===== src/rtl/twobit_26x18_mesh.sv =====
// ---------------------------------------------------------------------------
// twobit_26x18_mesh
//
// Purpose:
//   18-row x 26-column array of 2-bit cells. Rows are loaded one at a time
//   while `high` is low. A rising edge of `high`, seen as high=1 now and
//   high=0 on the previous clock, captures the array into a snapshot. The
//   snapshot is then evaluated cell by cell against its right-hand
//   neighbour, which wraps from column 25 to column 0 of the same row. The
//   result is presented on `out` for exactly one cycle.
//
// Ports:
//   clk    in   1    rising-edge clock for all state
//   rst_n  in   1    synchronous active-low reset
//   inp    in   52   one row of 26 two-bit cells, column c = inp[2c+1:2c]
//   row    in   5    target row for a write (0..17; larger values ignored)
//   high   in   1    0 = load phase, 1 = evaluate phase
//   out    out  468  match bits, cell (r,c) = out[26r+c]
//
// Output protocol:
//   `out` has no separate valid strobe. It carries a result for exactly one
//   cycle, starting at the 4th rising edge after an evaluation start (the
//   start edge counts as the first). It is all zeros at every other time.
//   The consumer cannot stall the block (there is no ready), so every start
//   yields exactly one pulse unless a reset intervenes. Evaluations overlap
//   freely because each pipeline stage carries its own valid flag.
// ---------------------------------------------------------------------------
module twobit_26x18_mesh (
    input  logic         clk,
    input  logic         rst_n,
    input  logic [51:0]  inp,
    input  logic [4:0]   row,
    input  logic         high,
    output logic [467:0] out
);

    localparam int ROWS = 18;
    localparam int COLS = 26;
    localparam int RW   = 2 * COLS;     // bits per row
    localparam int NB   = ROWS * COLS;  // result bits

    // Cell storage and the snapshot taken at the start of an evaluation.
    logic [RW-1:0] mem  [ROWS];
    logic [RW-1:0] snap [ROWS];

    // Registered copy of high, used to detect the rising edge of high.
    logic          high_q;
    logic          start;

    // Pipeline valid flags and data stages.
    logic          v1;          // snapshot holds a live evaluation
    logic          v2;          // match_q holds a live result
    logic          v3;          // stage3_q holds a live result
    logic [NB-1:0] match_c;     // combinational match vector from snapshot
    logic [NB-1:0] match_q;     // stage 2
    logic [NB-1:0] stage3_q;    // stage 3

    assign start = high && !high_q;

    // A cell matches when it is the don't-care code or equals its neighbour.
    function automatic logic cell_match(input logic [1:0] cur,
                                        input logic [1:0] nxt);
        return (cur == 2'b11) || (cur == nxt);
    endfunction

    // -----------------------------------------------------------------------
    // Array writes: only in the load phase. The row decode compares against
    // each legal row, so out-of-range row values write nothing.
    // -----------------------------------------------------------------------
    always_ff @(posedge clk) begin
        if (!rst_n) begin
            for (int r = 0; r < ROWS; r++) begin
                mem[r] <= '0;
            end
        end else if (!high) begin
            for (int r = 0; r < ROWS; r++) begin
                if (row == r[4:0]) begin
                    mem[r] <= inp;
                end
            end
        end
    end

    // -----------------------------------------------------------------------
    // Stage 1: high history and snapshot capture on an evaluation start.
    // The snapshot is only reloaded on a start, so writes made while an
    // evaluation is in flight never disturb it.
    // -----------------------------------------------------------------------
    always_ff @(posedge clk) begin
        if (!rst_n) begin
            high_q <= 1'b0;
            v1     <= 1'b0;
            for (int r = 0; r < ROWS; r++) begin
                snap[r] <= '0;
            end
        end else begin
            high_q <= high;
            v1     <= start;
            if (start) begin
                for (int r = 0; r < ROWS; r++) begin
                    snap[r] <= mem[r];
                end
            end
        end
    end

    // -----------------------------------------------------------------------
    // Match computation from the snapshot. Column 25 wraps to column 0.
    // -----------------------------------------------------------------------
    always_comb begin
        match_c = '0;
        for (int r = 0; r < ROWS; r++) begin
            for (int c = 0; c < COLS; c++) begin
                match_c[r*COLS + c] = cell_match(
                    snap[r][2*c +: 2],
                    snap[r][2*((c + 1) % COLS) +: 2]);
            end
        end
    end

    // -----------------------------------------------------------------------
    // Stages 2 and 3, then the output register. The output is forced back
    // to zero whenever stage 3 holds nothing, which gives the one-cycle
    // pulse without any extra counter.
    // -----------------------------------------------------------------------
    always_ff @(posedge clk) begin
        if (!rst_n) begin
            v2       <= 1'b0;
            v3       <= 1'b0;
            match_q  <= '0;
            stage3_q <= '0;
            out      <= '0;
        end else begin
            v2       <= v1;
            v3       <= v2;
            match_q  <= v1 ? match_c : '0;
            stage3_q <= v2 ? match_q : '0;
            out      <= v3 ? stage3_q : '0;
        end
    end

endmodule


===== config.mk =====
export PLATFORM = sky130hd
export DESIGN_NAME = twobit_26x18_mesh
export DESIGN_NICKNAME = d
export VERILOG_FILES = /design/src/rtl/twobit_26x18_mesh.sv
export SDC_FILE = /design/constraint.sdc
export NUM_CORES = 2
export LEC_CHECK = 0
export BUFFER_PORTS_ARGS = -buffer_cell sky130_fd_sc_hd__clkbuf_2
export CORE_AREA = 10 10 693 695
export CTS_CLUSTER_DIAMETER = 30
export DETAILED_ROUTE_END_ITERATION = 8
export DIE_AREA = 0 0 703 705
export SLEW_MARGIN = 20
export SYNTH_ARGS = -nofsm -noshare
export SYNTH_HDL_FRONTEND = slang
export SYNTH_SLANG_ARGS = --single-unit
export TNS_END_PERCENT = 5

===== constraint.sdc =====
create_clock -name clk -period 146.2 [get_ports clk]
set_clock_uncertainty 0.1 [all_clocks]
set_input_delay 7.31 -clock clk [delete_from_list [all_inputs] [get_ports clk]]
set_output_delay 7.31 -clock clk [all_outputs]
set_load 0.02 [all_outputs]

==> results.tsv <==
stage	metric	value	unit
outcome	status	complete, no violations	
place	hpwl dp	226800	um
pwr	sequential fraction of design power	0.421	
pwr	Comb power frac	0.036	
hold_path	worst hold path class	reg2reg	
cells_and_area	Final nets	9527	
synth	sequential-to-total area share from yosys stat	0.7270	
global_routing	total gr overflow	0	
pwr	Psw	0.0005688	W
timing	setup TNS	0	ps
floorplan	initial core utilization	0.2491	
timing	Final Cycle Share	0.07668	
cts	Root Driver	clkbuf_16	
timing	Final WS setup	134990	ps
detailed_routing	Detail Route Antenna Nets	0	
place	pre-CTS setup slack	133830	ps
setup_path	CP Class	in2reg	
job	Max Cap Violations	0	
cells_and_area	layout overhead on the synthesized area	25.25	%
global_routing	global-route wire length before repair	486500	um
synth	Synth cell types	30	
floorplan	die width	703	um
timing	achievable frequency	89.20	MHz
setup_path	Most Frequent Cell on Critical Path	buf_4	
cells_and_area	Util after Layout	0.3120	
cells_and_area	commonest non-fill, non-tap cell in the layout	edfxtp_1	
synth	Post-Syn Nets	8832	
pwr	Pint	0.001902	W
setup_path	FF-to-FF path depth	5	
global_routing	initial antenna violation count	65	
cts	clk sinks	3280	
detailed_routing	Via density	4.299	
detailed_routing	TritonRoute pass-1 iters	6	
synth	Mapped Avg Cell Area	13.24	sq um
detailed_routing	DR vias	69680	
setup_path	crit end category	flip-flop	
synth	YS warnings	0	
place	# port buffers	527	
cts	CTS H-tree depth	6	
timing	Least-Margin Pin Slew	1198	ps
pwr	Lkg Pwr	57.49	nW
global_routing	Tot GR Track Use	0.1327	
synth	number of synthesized register bits	3280	
global_routing	vias in the first global route	69810	
detailed_routing	WL per Instance	21.18	um
setup_path	slowest stage cell on the critical path	buf_4	
pwr	maximum vdd drop	0.00001187	V
setup_path	CP required	146690	ps
floorplan	die height	705	um
setup_path	Critical Path Max Stage Delay	850	ps
cts	CTS clk-pin slew, worst paths	60	ps
setup_path	worst-path fanout max	147	
cts	hold buffer count at CTS	0	
synth	Post-Syn Instances	8772	
pwr	clock power share	0.543	
timing	Finish-stage setup viols	0	
cts	CTS Buffer Depth	4	
hold_path	Cells on Worst Hold Path	1	
timing	Slew HR	0.2015	
setup_path	crit path DAT	11700	ps
cts	postcts setup bufs	0	
floorplan	DIE AREA	495600	sq um
floorplan	# rows	251	
cts	CTS tree	built	
timing	RSZ-0062 raised after global routing	no	
pwr	sw frac	0.2302	
cells_and_area	share of cells above drive strength 1	0.2109	
timing	min Tclk post-route	11210	ps
cells_and_area	non-filler cells, final	16210	
cells_and_area	leading cell types in the layout, fill and taps excluded	edfxtp_1, dfxtp_1, and2_1	
cts	Worst-Skew Late Latency	1010	ps
synth	post-synthesis instance area	116100	sq um
pwr	PwrDens	16.99	nW/um^2
detailed_routing	Total Wirelength	343200	um
place	GPL Wtd Cong	0.7692	
setup_path	CP cell instances	clkbuf_2 > inv_1 > o21ai_4 > buf_4 > buf_4 > buf_12 > buf_4	
setup_path	Setup crit start kind	input port	
detailed_routing	initial detailed-routing violation count	5050	
cts	total CTS buffers	578	
timing	Slew Viols, Final	0	
place	Placed Cells	15090	
detailed_routing	DRC	0	
cts	PostCTS Resize Cnt	0	
timing	Final Hold Viols	0	
floorplan	I/O pin count	528	
global_routing	pin count of the biggest net entering global routing	180	
floorplan	core area	466100	sq um
-- cells in the mapped netlist (all sizes together) --
library cell  count  area share
nor4              1     0.00018
and3            936       0.050
nor3b             3     0.00029
and4              7     0.00053
nand3            28      0.0012
edfxtp         1872        0.48
a21oi           468       0.020
buf             146      0.0065
clkbuf          356       0.012
and2            984       0.053
dfxtp          1408        0.24
inv             470       0.015
or3b              1    0.000075
o221a           468       0.045
o21ai            19     0.00082
or3               1    0.000054
nor2            886       0.029
nand2           237      0.0077
nor3              2    0.000086
nand2b            4     0.00022
nor4b             2     0.00041
nand3b            3     0.00019
nor4bb            1    0.000086
o21a            468       0.030
or2               1    0.000054
-- final timing paths --
path	from	to	slack (ps)
min reg2reg	match_q[323]	stage3_q[323]	340
max	high	snap[7][30]	134990
min	match_q[323]	stage3_q[323]	340
max reg2reg	high_q	snap[7][30]	141670
-- layout make-up --
class | instances | area, sq um
timing repair buffer | 617 | 3368
inverter | 470 | 1764
fill | 46220 | 320600
sequential | 3280 | 84410
clock inverter | 384 | 4398
tap | 6198 | 7755
multi-input combinational | 4520 | 28090
antenna | 53 | 132.6
clock buffer | 686 | 15510
-- critical path: cells and delay by family --
family	cells	cell delay (ps)
AOI/OAI and AO/OA	1	600
buffers and inverters	6	3620
-- registers in the layout, summed over array words and instances (netlist names) --
signal / cells
v3: 1
v2: 1
out: 468
v1: 1
snap: 936
match_q: 468
high_q: 1
mem: 936
stage3_q: 468
-- power groups by stage --
stage | Sequential (W) | Combinational (W) | Clock [W]
finish | 0.00104 | 0.0000879 | 0.00134
global route | 0.00104 | 0.0000967 | 0.00141
CTS | 0.00104 | 0.0000895 | 0.00137
detailed placement | 0.00106 | 0.0000891 | 0
global placement | 0.00106 | 0.0000866 | 0
floorplan | 0.00109 | 0.0000567 | 0
-- logic make-up after synthesis --
kind of cell           share of synthesized area
DFF                                       0.7270
and+or+nand+nor                           0.1431
AOI/OAI and AO/OA                        0.09665
buffers and inverters                    0.03326
-- stage by stage --
step	total power (W)	hold slack, ps	area, sq um
2_1_floorplan	0.001150	343.6	116100
3_3_place_gp	0.001143	349.7	125400
3_5_place_dp	0.001147	350.1	125400
4_1_cts	0.002497	338.8	145300
5_1_grt	0.002552	352.7	145300
6_report	0.002471	337.4	145400
-- routing by layer --
| layer | up-vias | global-route usage | wire, um |
|---|---|---|---|
| met2 | 2065 | 0.2126 | 159400 |
| met5 | - | 0 | 98 |
| li1 | 32780 | - | - |
| met3 | 603 | 0.02838 | 20950 |
| met4 | 14 | 0.06094 | 14050 |
| met1 | 34220 | 0.1713 | 148700 |
(Power assumes the default switching activity.)
